[config.mk]
export PLATFORM = sky130hd
export DESIGN_NAME = mac_pe_flat
export DESIGN_NICKNAME = d
export VERILOG_FILES = /design/src/rtl/mac_pkg.sv /design/src/rtl/mac_pe_if.sv /design/src/rtl/mac_sat_add.sv /design/src/rtl/mac_pe.sv /design/src/flat_wrapper.sv
export SDC_FILE = /design/constraint.sdc
export NUM_CORES = 1
export LEC_CHECK = 0
export CAP_MARGIN = 40
export CORE_UTILIZATION = 44
export CTS_CLUSTER_DIAMETER = 200
export DETAILED_ROUTE_END_ITERATION = 10
export GPL_TIMING_DRIVEN = 0
export PLACE_DENSITY = 0.66
export SETUP_SLACK_MARGIN = 0.1
export SYNTH_ARGS = -nofsm -noshare
export SYNTH_HDL_FRONTEND = slang
export SYNTH_SLANG_ARGS = --single-unit
[constraint.sdc]
create_clock -name clk -period 14.14 [get_ports clk]
set_clock_uncertainty 0.05 [all_clocks]
set_input_delay 4.242 -clock clk [delete_from_list [all_inputs] [get_ports clk]]
set_output_delay 4.242 -clock clk [all_outputs]
set_load 0.01 [all_outputs]
[src/rtl/mac_pkg.sv]
// mac_pkg: shared FSM state encoding and default widths for the MAC processing element.
package mac_pkg;
  localparam int DATA_W_DEF = 8;
  localparam int ACC_W_DEF  = 24;
  typedef enum logic [1:0] {
    ACCUM = 2'd0,
    HOLD  = 2'd1,
    PASS  = 2'd2
  } state_e;
endpackage

[src/rtl/mac_pe_if.sv]
// mac_pe_if: operand/flag forwarding, psum drain chain and status bundle of one PE.
interface mac_pe_if
  import mac_pkg::*;
#(
  parameter int DATA_W = DATA_W_DEF,
  parameter int ACC_W  = ACC_W_DEF
);
  logic [DATA_W-1:0] a_in;
  logic [DATA_W-1:0] w_in;
  logic              valid_in;
  logic              first_in;
  logic              last_in;
  logic              drain_en;
  logic [ACC_W-1:0]  psum_in;
  logic              psum_valid_in;
  logic [DATA_W-1:0] a_out;
  logic [DATA_W-1:0] w_out;
  logic              valid_out;
  logic              first_out;
  logic              last_out;
  logic [ACC_W-1:0]  psum_out;
  logic              psum_valid_out;
  logic              ovf;
  logic [1:0]        state_o;
  modport master (
    output a_in, w_in, valid_in, first_in, last_in, drain_en, psum_in, psum_valid_in,
    input  a_out, w_out, valid_out, first_out, last_out, psum_out, psum_valid_out, ovf, state_o
  );
  modport slave (
    input  a_in, w_in, valid_in, first_in, last_in, drain_en, psum_in, psum_valid_in,
    output a_out, w_out, valid_out, first_out, last_out, psum_out, psum_valid_out, ovf, state_o
  );
endinterface

[src/rtl/mac_sat_add.sv]
// mac_sat_add: ACC_W-wide adder with overflow detect and optional clamp to the representable range.
module mac_sat_add #(
  parameter int ACC_W    = 24,
  parameter int SIGNED   = 1,
  parameter int SATURATE = 1
) (
  input  logic [ACC_W-1:0] a_i,
  input  logic [ACC_W-1:0] b_i,
  output logic [ACC_W-1:0] sum_o,
  output logic             ovf_o
);
  logic [ACC_W:0]   raw;
  logic [ACC_W-1:0] clamp;
  assign raw = {1'b0, a_i} + {1'b0, b_i};
  // signed overflow: like-signed operands producing a result of the other sign
  assign ovf_o = (SIGNED != 0) ? (a_i[ACC_W-1] == b_i[ACC_W-1] && raw[ACC_W-1] != a_i[ACC_W-1])
                               : raw[ACC_W];
  assign clamp = (SIGNED == 0) ? '1
               : a_i[ACC_W-1] ? {1'b1, {(ACC_W-1){1'b0}}} : {1'b0, {(ACC_W-1){1'b1}}};
  assign sum_o = (ovf_o && SATURATE != 0) ? clamp : raw[ACC_W-1:0];
endmodule

[src/rtl/mac_pe.sv]
// mac_pe: output-stationary MAC processing element; accumulates a tile, then
// hands its result into the psum drain chain.
module mac_pe
  import mac_pkg::*;
#(
  parameter int DATA_W   = DATA_W_DEF,
  parameter int ACC_W    = ACC_W_DEF,
  parameter int SIGNED   = 1,
  parameter int SATURATE = 1
) (
  input logic     clk,
  input logic     rst,
  mac_pe_if.slave pe
);
  localparam int PW = 2 * DATA_W;
  state_e               state_q, state_d;
  logic [DATA_W-1:0]    a_q, w_q;
  logic                 valid_q, first_q, last_q;
  logic [ACC_W-1:0]     acc_q, acc_d, psum_q, psum_d;
  logic                 ovf_q, ovf_d, psum_valid_q, psum_valid_d;
  logic signed [PW-1:0] prod_s;
  logic [PW-1:0]        prod_u;
  logic [ACC_W-1:0]     prod_ext, add_a, sum;
  logic                 add_ovf, accept, draining;
  assign prod_s   = PW'($signed(pe.a_in)) * PW'($signed(pe.w_in));
  assign prod_u   = PW'(pe.a_in) * PW'(pe.w_in);
  assign prod_ext = (SIGNED != 0) ? ACC_W'(prod_s) : ACC_W'(prod_u);
  assign accept   = state_q == ACCUM && pe.valid_in;
  assign draining = pe.drain_en && state_q == HOLD;
  // a tile opener adds onto zero so the product lands unmodified
  assign add_a    = pe.first_in ? '0 : acc_q;
  mac_sat_add #(
    .ACC_W   (ACC_W),
    .SIGNED  (SIGNED),
    .SATURATE(SATURATE)
  ) u_add (
    .a_i  (add_a),
    .b_i  (prod_ext),
    .sum_o(sum),
    .ovf_o(add_ovf)
  );
  always_comb begin
    acc_d        = accept ? sum : acc_q;
    ovf_d        = accept ? (add_ovf | (ovf_q & ~pe.first_in)) : ovf_q;
    psum_d       = draining ? acc_q : pe.drain_en ? pe.psum_in : psum_q;
    psum_valid_d = pe.drain_en && (draining || pe.psum_valid_in);
    state_d      = (accept && pe.last_in) ? HOLD
                 : draining ? PASS
                 : (!pe.drain_en && state_q == PASS) ? ACCUM : state_q;
  end
  always_ff @(posedge clk) begin
    if (rst) begin
      a_q          <= '0;
      w_q          <= '0;
      valid_q      <= 1'b0;
      first_q      <= 1'b0;
      last_q       <= 1'b0;
      acc_q        <= '0;
      ovf_q        <= 1'b0;
      psum_q       <= '0;
      psum_valid_q <= 1'b0;
      state_q      <= ACCUM;
    end else begin
      a_q          <= pe.a_in;
      w_q          <= pe.w_in;
      valid_q      <= pe.valid_in;
      first_q      <= pe.first_in;
      last_q       <= pe.last_in;
      acc_q        <= acc_d;
      ovf_q        <= ovf_d;
      psum_q       <= psum_d;
      psum_valid_q <= psum_valid_d;
      state_q      <= state_d;
    end
  end
  assign pe.a_out          = a_q;
  assign pe.w_out          = w_q;
  assign pe.valid_out      = valid_q;
  assign pe.first_out      = first_q;
  assign pe.last_out       = last_q;
  assign pe.psum_out       = psum_q;
  assign pe.psum_valid_out = psum_valid_q;
  assign pe.ovf            = ovf_q;
  assign pe.state_o        = state_q;
endmodule

[src/flat_wrapper.sv]
// flat-port wrapper written by rule: the top's interface ports become plain ports
module mac_pe_flat import mac_pkg::*;
#(
  parameter int DATA_W   = DATA_W_DEF,
  parameter int ACC_W    = ACC_W_DEF,
  parameter int SIGNED   = 1,
  parameter int SATURATE = 1
)
  (clk, rst, pe_a_in, pe_w_in, pe_valid_in, pe_first_in, pe_last_in, pe_drain_en, pe_psum_in, pe_psum_valid_in, pe_a_out, pe_w_out, pe_valid_out, pe_first_out, pe_last_out, pe_psum_out, pe_psum_valid_out, pe_ovf, pe_state_o);
  mac_pe_if #(.DATA_W(DATA_W), .ACC_W(ACC_W)) pe_i ();
  input logic clk;
  input logic rst;
  input wire logic [$bits(pe_i.a_in)-1:0] pe_a_in;
  input wire logic [$bits(pe_i.w_in)-1:0] pe_w_in;
  input wire logic [$bits(pe_i.valid_in)-1:0] pe_valid_in;
  input wire logic [$bits(pe_i.first_in)-1:0] pe_first_in;
  input wire logic [$bits(pe_i.last_in)-1:0] pe_last_in;
  input wire logic [$bits(pe_i.drain_en)-1:0] pe_drain_en;
  input wire logic [$bits(pe_i.psum_in)-1:0] pe_psum_in;
  input wire logic [$bits(pe_i.psum_valid_in)-1:0] pe_psum_valid_in;
  output wire logic [$bits(pe_i.a_out)-1:0] pe_a_out;
  output wire logic [$bits(pe_i.w_out)-1:0] pe_w_out;
  output wire logic [$bits(pe_i.valid_out)-1:0] pe_valid_out;
  output wire logic [$bits(pe_i.first_out)-1:0] pe_first_out;
  output wire logic [$bits(pe_i.last_out)-1:0] pe_last_out;
  output wire logic [$bits(pe_i.psum_out)-1:0] pe_psum_out;
  output wire logic [$bits(pe_i.psum_valid_out)-1:0] pe_psum_valid_out;
  output wire logic [$bits(pe_i.ovf)-1:0] pe_ovf;
  output wire logic [$bits(pe_i.state_o)-1:0] pe_state_o;
  assign pe_i.a_in = pe_a_in;
  assign pe_i.w_in = pe_w_in;
  assign pe_i.valid_in = pe_valid_in;
  assign pe_i.first_in = pe_first_in;
  assign pe_i.last_in = pe_last_in;
  assign pe_i.drain_en = pe_drain_en;
  assign pe_i.psum_in = pe_psum_in;
  assign pe_i.psum_valid_in = pe_psum_valid_in;
  assign pe_a_out = pe_i.a_out;
  assign pe_w_out = pe_i.w_out;
  assign pe_valid_out = pe_i.valid_out;
  assign pe_first_out = pe_i.first_out;
  assign pe_last_out = pe_i.last_out;
  assign pe_psum_out = pe_i.psum_out;
  assign pe_psum_valid_out = pe_i.psum_valid_out;
  assign pe_ovf = pe_i.ovf;
  assign pe_state_o = pe_i.state_o;
  mac_pe #(.DATA_W(DATA_W), .ACC_W(ACC_W), .SIGNED(SIGNED), .SATURATE(SATURATE)) u_core (.clk(clk), .rst(rst), .pe(pe_i));
endmodule
* Word-level counts from Yosys, hierarchy flattened *
Cells that the tools add are included.
Widths: inputs -> output; s select.

operators by class
  add/sub/neg operators = 1
  multiply operators = 1
  divide/modulo/power cells = 0
  magnitude comparators = 0
  equal/unequal tests = 4
  shift-type cells = 0
  mux-type cells = 8
  bitwise gates (word level) = 3
  reductions and logical operators = 13

operator list
  operator            count
  $mux 24             5
  $add 24x24->24      1
  $mul 8x8->16        1
  $logic_and 1x1->1   6
  $mux 2              2
  $reduce_bool 2->1   2
  $reduce_bool 3->1   1
  $eq 2x1->1 const B  1
  $eq 2x2->1 const B  1
  $logic_not 2->1     1
  $reduce_or 2->1     1
  $and 1x1->1         1
  $eq 1x1->1          1
  $logic_not 1->1     1
  $logic_or 1x1->1    1
  $mux 1              1
  $ne 1x1->1          1
  $not 1->1           1
  $or 1x1->1          1

word-level totals
  register bits after elaboration = 71
  bits in latches = 0
  bits in writable memories = 0
  memory bits (read-only) = 0
  bits of input ports = 47
  output and inout bits = 47
  word-level logic and storage cells = 41
  memories kept = 0

* Depth between registers and ports, before layout *
Gate-level depths: netlist of the first run.

  depth after elaboration = 5
  mapped depth = 31
  gate-level depth less buffers = 30

* Modules after synthesis *
A second synthesis of the first run with hierarchy kept.

second synthesis, totals
  cell total of the unflattened synthesis = 832
  area total of the unflattened synthesis = 6,890.4 um^2

modules (own cells, without submodules)
  module       instances  cells each  area each (um^2)  seq. area each (um^2)
  mac_pe       1          597         5,287.6           1,421.4
  mac_sat_add  1          235         1,602.8           0.0

* Least setup slack after synthesis of the first run *
Ideal clock, no wire load.

  path type = input -> register
  from = in pe_a_in[7]
  to = reg u_core.acc_q[17]
  setup time = 0.081 ns
  arrival time = 10.596 ns
  data required time = 14.009 ns
  setup slack = 3.413 ns
  stages = 27
  path buffers = 3
  cells stage by stage = clkbuf_1 -> nand2_1 -> fa_1 -> fa_1 -> inv_1 -> fa_1 -> inv_1 -> fa_1 -> inv_1 -> ha_1 -> nand2_1 -> o21ai_1 -> a2111oi_4 -> nor3_2 -> nor2_2 -> inv_1 -> buf_2 -> ha_1 -> nand4_1 -> a2111oi_0 -> nor4_1 -> a211oi_1 -> nor3_2 -> nor3_4 -> buf_6 -> a21oi_2 -> a211oi_2

on the way
  cells in the longest elaborated chain, start to end = 5
  elaborated cells between the ends (all ways) = 6
  those cells by class = 1 x add/sub; 1 x mul; 2 x eq/ne; 1 x mux; 1 x reduce/logical

RTL lines
  element                 line                RTL
  start: declaration      flat_wrapper.sv:13  input wire logic [$bits(pe_i.a_in)-1:0] pe_a_in;
  $mul 8x8->16 (*)        mac_pe.sv:25        assign prod_s = PW'($signed(pe.a_in)) * PW'($signed(pe.w_in));
  $add 24x24->24          mac_sat_add.sv:14   assign raw = {1'b0, a_i} + {1'b0, b_i};
  $ne 1x1->1              mac_sat_add.sv:16   assign ovf_o = (SIGNED != 0) ? (a_i[ACC_W-1] == b_i[ACC_W-1] && raw[ACC_W-1] != a_i[ACC_W-1])
  $logic_and 1x1->1       mac_sat_add.sv:16
  $mux 24 (*)             mac_sat_add.sv:20   assign sum_o = (ovf_o && SATURATE != 0) ? clamp : raw[ACC_W-1:0];
  end signal: assignment  mac_pe.sv:58        acc_q <= '0;
  end signal: assignment  mac_pe.sv:69        acc_q <= acc_d;
  end: declaration        mac_pe.sv:19        logic [ACC_W-1:0] acc_q, acc_d, psum_q, psum_d;

Mark *: on every way between the ends. The rest lies on a longest branch, timed or not.
A chain may end at the register's enable or synchronous reset.

* Worst setup path in the final report of the first run *
  from = in pe_w_in[2]
  to = reg u_core.acc_q[8]

on the way
  cells in the longest elaborated chain, start to end = 5
  elaborated cells between the ends (all ways) = 6
  those cells by class = 1 x add/sub; 1 x mul; 2 x eq/ne; 1 x mux; 1 x reduce/logical

RTL lines
  element             line                RTL
  start: declaration  flat_wrapper.sv:14  input wire logic [$bits(pe_i.w_in)-1:0] pe_w_in;
  $mul 8x8->16 (*)    mac_pe.sv:25
  $add 24x24->24      mac_sat_add.sv:14
  $ne 1x1->1          mac_sat_add.sv:16
  $logic_and 1x1->1   mac_sat_add.sv:16
  $mux 24 (*)         mac_sat_add.sv:20

Marked as above.

==> results of run 1 <==
layer usage:
layer | up-vias | global-route usage
met2 | 93 | 0.356
met5 | - | 0
met3 | 15 | 0.0310
met4 | 0 | 0.0624
li1 | 2757 | -
met1 | 2782 | 0.284
path summary, 6_finish.rpt:
| kind | start | endpoint | slack (ns) | cells past startpoint |
|---|---|---|---|---|
| hold / removal | u_core.pe.ovf | u_core.pe.ovf | 0.43 | 2 |
| setup reg to reg | u_core.acc_q[1] | u_core.acc_q[8] | 10.20 | 13 |
| hold reg to reg | u_core.pe.ovf | u_core.pe.ovf | 0.43 | 2 |
| setup / recovery | pe_w_in[2] | u_core.acc_q[8] | 2.18 | 27 |
synth_stat cells, drive strengths merged (3+ instances only):
cell     number
fa           56
xor2          7
o31ai         4
and2         44
a211o         4
a21oi        44
o21a          3
nor2b        53
nor3          7
nand3         6
dfxtp        71
inv          96
nor4          6
mux2i        24
nand2        33
a31oi         6
ha           48
nand2b        5
a21o         10
clkbuf       28
buf           6
a2111oi       6
o21ai        18
nor2         59
o21bai        4
xnor2        31
a211oi       53
o211ai        4
worst max-delay path, cell delays in order:
cell and delay [ns]:
sky130_fd_sc_hd__clkdlybuf4s50_1 0.66, sky130_fd_sc_hd__nand2_1 0.19, sky130_fd_sc_hd__fa_1 0.63, sky130_fd_sc_hd__fa_1 0.53, sky130_fd_sc_hd__inv_1 0.06, sky130_fd_sc_hd__fa_1 0.54
sky130_fd_sc_hd__inv_1 0.06, sky130_fd_sc_hd__fa_1 0.52, sky130_fd_sc_hd__inv_1 0.04, sky130_fd_sc_hd__ha_1 0.33, sky130_fd_sc_hd__nand2_1 0.10, sky130_fd_sc_hd__nor3_2 0.35
sky130_fd_sc_hd__a2111oi_4 0.16, sky130_fd_sc_hd__nor3_2 0.51, sky130_fd_sc_hd__nor2_2 0.20, sky130_fd_sc_hd__inv_1 0.27, sky130_fd_sc_hd__buf_2 0.31, sky130_fd_sc_hd__ha_1 0.33
sky130_fd_sc_hd__nand3_1 0.14, sky130_fd_sc_hd__a2111oi_0 0.08, sky130_fd_sc_hd__nor4_1 0.39, sky130_fd_sc_hd__a211oi_1 0.11, sky130_fd_sc_hd__nor3_2 0.47, sky130_fd_sc_hd__nand3_1 0.33
sky130_fd_sc_hd__buf_4 0.28, sky130_fd_sc_hd__a21oi_1 0.15, sky130_fd_sc_hd__a211oi_1 0.09
logic make-up after synthesis:
logic type | share of synthesized area
xor gates and xnor gates | 0.0494
DFF | 0.211
AOI/OAI and AO/OA | 0.192
muxes | 0.0373
adders and majority gates | 0.258
and+or+nand+nor | 0.176
buffers and inverters | 0.0757
power groups by stage:
stage | Clock (W) | Combinational, W | Sequential (W)
finish | 0.000235 | 0.00147 | 0.000259
global route | 0.000249 | 0.00164 | 0.000262
CTS | 0.000238 | 0.00148 | 0.000259
detailed placement | 0 | 0.00147 | 0.000263
global placement | 0 | 0.00142 | 0.000263
floorplan | 0 | 0.00119 | 0.000258
through the flow:
step / total power [W] / worst slack, ns / area, sq um / utilization / hold slack (ns)
after detailed placement: 0.00173 / 1.87 / 7870 / 0.533 / 0.424
after CTS: 0.00197 / 2.21 / 8170 / 0.554 / 0.431
after global placement: 0.00169 / 1.99 / 7870 / 0.533 / 0.413
after global routing: 0.00215 / 1.67 / 8170 / 0.554 / 0.460
final: 0.00196 / 2.18 / 8170 / 0.554 / 0.429
after floorplan: 0.00145 / 3.41 / 6740 / - / 0.426
sequential cells by signal, summed over array words and instances (netlist names):
| name | cells |
|---|---|
| u_core.acc_q | 24 |
| u_core.pe.psum_out | 24 |
| u_core.pe.a_out | 8 |
| u_core.pe.w_out | 8 |
| u_core.pe.state_o | 2 |
| u_core.pe.first_out | 1 |
| u_core.pe.last_out | 1 |
| u_core.pe.ovf | 1 |
| u_core.pe.psum_valid_out | 1 |
| u_core.pe.valid_out | 1 |
final cells by class:
| type | instances | area share |
|---|---|---|
| multi-input cells | 560 | 0.589 |
| flip-flops and latches | 71 | 0.174 |
| repair buffers | 89 | 0.109 |
| inverters | 96 | 0.0441 |
| well taps | 184 | 0.0282 |
| clock buffers | 9 | 0.0276 |
| plain buffers | 34 | 0.0184 |
| clock inverters | 7 | 0.00950 |
==> implementation parameters, run 1 <==
Parameter                              Value

Power
  Net Sw Frac ... 0.489
  Clock network power share ... 0.120
  Cell-internal power ... about 0.001 W
  Maximum vdd ir drop ... around 0.27 mV
  Combinational group share of total power ... 0.749
  Net switching power of the design ... ~0.00096 W
  PwrDens ... 240 mW/mm^2
  Leakage Power ... between 3 and 4 nW
  Flop pwr share ... 0.132

Routing
  Total met2 wirelength after detailed routing ... roughly 8000 um
  Via density per instance ... 5.38
  Routed wl met3 ... 588 um
  Number of detailed-routing iterations run before antenna repair ... 4
  Initial drt markers ... 270
  Post-route antenna net violation count ... 0
  Wire length on met1 ... 7360 um
  Routed wire length per instance ... about 15 um
  Post-detailed-routing wire length ... 16,000 um
  Top Metal Used ... met4
  DRC ... 0
  Via count of the routed design ... 5,647

Placed design
  Gpl congestion ... 0.850
  Placed wire-length estimate ... 13,100 um
  Count of input and output buffers ... a little under 90
  Placed Cells incl. Taps ... 1,034

Flow run
  Number of maximum-capacitance violations ... 0

CTS
  Inserted Clock Buffers ... 9
  Clock tree from TritonCTS ... built
  Clock H-tree levels ... 3
  Clock root cell ... sky130_fd_sc_hd__clkbuf_16
  Post-CTS Setup Repair Bufs ... 0
  Clock-pin transition on the worst setup and hold timing paths ... 0.06 ns
  Maximum count of clock buffers along a single path ... 2
  CTS-repair resized insts ... 0
  Number of sinks on the clock net ... between 70 and 80
  CTS Hold Buffers Added ... 0
  Insertion delay to the later sink of the worst-skew pair ... 0.34 ns

Floorplan
  Die width ... approximately 130 um
  I/O Pins ... 94
  Die Footprint ... 0.0158 sq mm
  Effective utilization at floorplan ... 0.457
  CORE AREA ... ~0.015 sq mm
  Standard-cell rows ... between 40 and 50
  Height of the die ... 126 um

Logic synthesis
  Number of warning messages in the yosys log ... 0
  Async S/R FF share, synth ... 0
  Cell area after technology mapping ... 0.00674 sq mm
  Mapped Cells ... 761
  Top post-synthesis cells by area ... sky130_fd_sc_hd__dfxtp_1, sky130_fd_sc_hd__fa_1, sky130_fd_sc_hd__ha_1
  Sequential-to-total area share from yosys stat ... 0.211
  Number of synthesized register bits ... 71
  Number of synthesized flops with an enable pin ... 0
  Main flop type after synthesis ... sky130_fd_sc_hd__dfxtp_1
  Post-Syn Nets ... 912
  Post-synthesis cell type with the largest combined area ... sky130_fd_sc_hd__dfxtp_1
  Mean instance size in the synthesized netlist ... around 8.9 sq um
  Post-synth top area share ... 0.211
  Number of unique standard cell types used by synthesis ... 58

Setup path
  Worst setup path class ... in -> reg
  Maximum net fanout on the critical path ... 10
  Startpoint kind of the worst setup timing path ... input port
  Endpoint type of the worst setup path ... flip-flop
  WP data required ... 14.27 ns
  Arrival @ worst endpoint ... about 12 ns

STA
  Number of max-slew violations in the final report ... 0
  Normalized max-slew margin ... 0.476
  Count of final setup violators ... 0
  Final Hold Violating Endpoints ... 0
  Top achievable clock speed ... about 84 MHz
  Post-route fraction of the period consumed by the critical path ... 0.846
  Tightest Pin Transition ... roughly 0.8 ns
  Minimum clock period after layout ... 11.96 ns
  Sum of negative setup slack ... 0 ns
  Setup repair after global routing missed its margin ... false

Final layout
  Synthesis-to-layout area growth ... 21.1%
  Flip-flop and latch area ... 0.00142 sq mm
  Antenna cells ... 0
  Top library cells by usage in the layout, fill and taps aside ... sky130_fd_sc_hd__inv_1, sky130_fd_sc_hd__clkdlybuf4s50_1, sky130_fd_sc_hd__dfxtp_1, sky130_fd_sc_hd__nor2_1, sky130_fd_sc_hd__fa_1
  Share of final-layout standard cells stronger than drive strength 1 ... 0.0681
  FILL cells ... between 1,000 and 1,500
  Most common library cell in the layout ignoring fill and taps ... sky130_fd_sc_hd__inv_1
  Area used by multi-input combinational logic ... 0.00481 sq mm
  Number of standard cells in the final layout excluding fillers ... 1,050
  Final #Nets ... 1,012

Global routing
  Remaining global-route overflow ... 0
  Antenna violations before repair ... 0
  Overall global routing resource usage ... 0.212
  Global-route wire length before repair ... 27,200 um
  Vias in the first global route ... 5,700
  Maximum number of pins on one net before global-route repair ... 15

Min path
  Path type of the worst min-delay path ... reg -> reg

Outcome
  Result of the run ... finished clean
Power figures use the tool's default switching activity.
==> inputs of run 2 (changes only) <==
==> constraint.sdc (replaced) <==
create_clock -name clk -period 12 [get_ports clk]
set_clock_uncertainty 0.05 [all_clocks]
set_input_delay 3.6 -clock clk [delete_from_list [all_inputs] [get_ports clk]]
set_output_delay 3.6 -clock clk [all_outputs]
set_load 0.01 [all_outputs]
==> results of run 2 <==
The final DEF is identical to that of run 1. Status: finished clean.
Main changes from that run: setup slack after placement 1.87 ns -> 0.376 ns; setup slack after layout 2.18 ns -> 0.682 ns; register-to-register setup slack 10.20 ns -> 8.06 ns; total power 0.00196 W -> 0.00231 W; worst IR drop on VDD 0.271 mV -> 0.319 mV
==> inputs of run 3 (changes only) <==
--- a/config.mk
+++ b/config.mk
@@ -11,6 +11,7 @@
 export DETAILED_ROUTE_END_ITERATION = 10
 export GPL_TIMING_DRIVEN = 0
 export PLACE_DENSITY = 0.66
+export RECOVER_POWER = 50
 export SETUP_SLACK_MARGIN = 0.1
 export SYNTH_ARGS = -nofsm -noshare
 export SYNTH_HDL_FRONTEND = slang
==> constraint.sdc (replaced) <==
create_clock -name clk -period 12 [get_ports clk]
set_clock_uncertainty 0.05 [all_clocks]
set_input_delay 3.6 -clock clk [delete_from_list [all_inputs] [get_ports clk]]
set_output_delay 3.6 -clock clk [all_outputs]
set_load 0.05 [all_outputs]
==> implementation parameters, run 3 (synthesis results as in run 1) <==
Parameter                              Value

Outcome
  Result of the run ... finished clean

STA
  Post-route fraction of the period consumed by the critical path ... 0.942
  Number of max-slew violations in the final report ... 0 (unchanged)
  Normalized max-slew margin ... 0.478 (+0.00190)
  Minimum clock period after layout ... between 10 and 15 ns
  Top achievable clock speed ... 88.5 MHz
  Setup repair after global routing missed its margin ... false
  Final Hold Violating Endpoints ... 0 (unchanged)
  Count of final setup violators ... 0 (unchanged)
  Tightest Pin Transition ... 0.782 ns (-0.00284 ns)
  Sum of negative setup slack ... 0 ns (unchanged)

Global routing
  Global-route wire length before repair ... 27,200 um (unchanged)
  Antenna violations before repair ... 0 (unchanged)
  Vias in the first global route ... 5,700 (unchanged)
  Overall global routing resource usage ... 0.212 (unchanged)
  Remaining global-route overflow ... 0 (unchanged)
  Maximum number of pins on one net before global-route repair ... 15 (unchanged)

Power
  PwrDens ... 287 mW/mm^2
  Maximum vdd ir drop ... around 0.32 mV
  Leakage Power ... 3.72 nW (+1.8%)
  Pwr Total ... 0.00234 W

Routing
  Initial drt markers ... 262 (-3.0%)
  Via density per instance ... 5.39 (+0.28%)
  Via count of the routed design ... 5,663 (+0.28%)
  DRC ... 0 (unchanged)
  Post-route antenna net violation count ... 0 (unchanged)
  Number of detailed-routing iterations run before antenna repair ... 5 (+1)
  Post-detailed-routing wire length ... 16,100 um (+0.11%)
  Routed wire length per instance ... 15.3 um (+0.11%)

CTS
  CTS Hold Buffers Added ... 0 (unchanged)
  CTS-repair resized insts ... 0 (unchanged)
  Number of sinks on the clock net ... 71 (unchanged)
  Clock-pin transition on the worst setup and hold timing paths ... 0.07 ns (about the same)
  Post-CTS Setup Repair Bufs ... 0 (unchanged)
  Clock H-tree levels ... 3 (unchanged)
  Inserted Clock Buffers ... 9 (unchanged)
  Maximum count of clock buffers along a single path ... 2 (unchanged)
  Clock root cell ... sky130_fd_sc_hd__clkbuf_16
  Clock tree from TritonCTS ... built
  Insertion delay to the later sink of the worst-skew pair ... 0.34 ns (about the same)

Final layout
  Number of standard cells in the final layout excluding fillers ... 1,050 (unchanged)
  Top library cells by usage in the layout, fill and taps aside ... sky130_fd_sc_hd__inv_1, sky130_fd_sc_hd__dfxtp_1, sky130_fd_sc_hd__nor2_1, sky130_fd_sc_hd__fa_1, sky130_fd_sc_hd__clkdlybuf4s50_1
  Antenna cells ... 0 (unchanged)
  Share of final-layout standard cells stronger than drive strength 1 ... 0.0681 (unchanged)
  Most common library cell in the layout ignoring fill and taps ... sky130_fd_sc_hd__inv_1
  Final #Nets ... 1,012 (unchanged)
  Synthesis-to-layout area growth ... 21.1% (unchanged)
  Fin area ... 0.00817 sq mm (unchanged)

Setup path
  Worst setup path class ... in -> reg
  Endpoint type of the worst setup path ... flip-flop
  Startpoint kind of the worst setup timing path ... input port
  WP data required ... 12.15 ns
  Maximum net fanout on the critical path ... 10 (unchanged)
  Largest delay contributor family on the critical path ... adder cells
  Count of buffer and inverter cells on the critical path ... 7 (unchanged)
  Cell type of the slowest stage on the worst timing path ... sky130_fd_sc_hd__clkdlybuf4s50_1
  Arrival @ worst endpoint ... 11.45 ns
  Critical Path Max Stage Delay ... 0.66 ns (about the same)

Min path
  Path type of the worst min-delay path ... reg -> reg

Floorplan
  Die width ... 126 um (unchanged)
  Effective utilization at floorplan ... 0.457 (unchanged)
  Height of the die ... 126 um (unchanged)
  CORE AREA ... 0.0148 sq mm (unchanged)
  Standard-cell rows ... 44 (unchanged)
  I/O Pins ... 94 (unchanged)
  Die Footprint ... 0.0158 sq mm (unchanged)

Placed design
  Placed Instance Area ... 0.00787 sq mm (unchanged)
  Placed wire-length estimate ... 13,100 um (unchanged)
  Gpl congestion ... 0.850 (unchanged)
  Count of input and output buffers ... 89 (unchanged)
  Placed Cells incl. Taps ... 1,034 (unchanged)

Flow run
  Number of maximum-capacitance violations ... 0 (unchanged)
[run 3: routing by layer]
| metal | track usage | vias to the layer above | wire length, um |
|---|---|---|---|
| met3 | 0.0310 | 15 | 625 |
| met4 | 0.0624 | 0 | 285 |
| li1 | - | 2755 | - |
| met5 | 0 | - | 0 |
| met2 | 0.356 | 92 | 7820 |
| met1 | 0.284 | 2801 | 7330 |
[run 3: power by group]
part	internal, W	total, W	switching [W]	leakage [nW]
clock	0.000163	0.000278	0.000115	0.147
combinational	0.000740	0.00176	0.00102	2.98
sequential	0.000276	0.000305	0.0000288	0.590
[run 3: path summary, 6_finish.rpt]
check                                      from               end  slack, ns  cells after the start
worst max-delay path                 pe_w_in[2]  u_core.acc_q[21]       0.70                     27
worst min-delay path              u_core.pe.ovf     u_core.pe.ovf       0.43                      2
worst max register to register  u_core.acc_q[1]  u_core.acc_q[21]       8.06                     13
worst min register to register    u_core.pe.ovf     u_core.pe.ovf       0.43                      2
[run 3: final cells by class]
| type | count | area, sq um |
|---|---|---|
| buffer | 34 | 150 |
| clock buffer | 9 | 225 |
| clock inverter | 7 | 77.6 |
| fill | 1378 | 6590 |
| inverter | 96 | 360 |
| multi-input combinational | 560 | 4810 |
| sequential | 71 | 1420 |
| tap | 184 | 230 |
| timing repair buffer | 89 | 891 |
[run 3: worst register-to-register path: cells and delay by family, from the launching register on]
kind | cells | cell delay, ns
flip-flops | 1 | 0.38
buffers and inverters | 1 | 0.30
AO/OA/AOI/OAI | 8 | 1.70
AND/OR/NAND/NOR | 3 | 1.08
adder cells (fa/ha/maj) | 1 | 0.30
[run 3: metrics by stage]
step	hold WS [ns]	utilization	worst slack, ns
2_1_floorplan	0.436	-	1.92
3_3_place_gp	0.413	0.533	0.493
3_5_place_dp	0.424	0.533	0.376
4_1_cts	0.431	0.554	0.717
5_1_grt	0.460	0.554	0.174
6_report	0.429	0.554	0.695
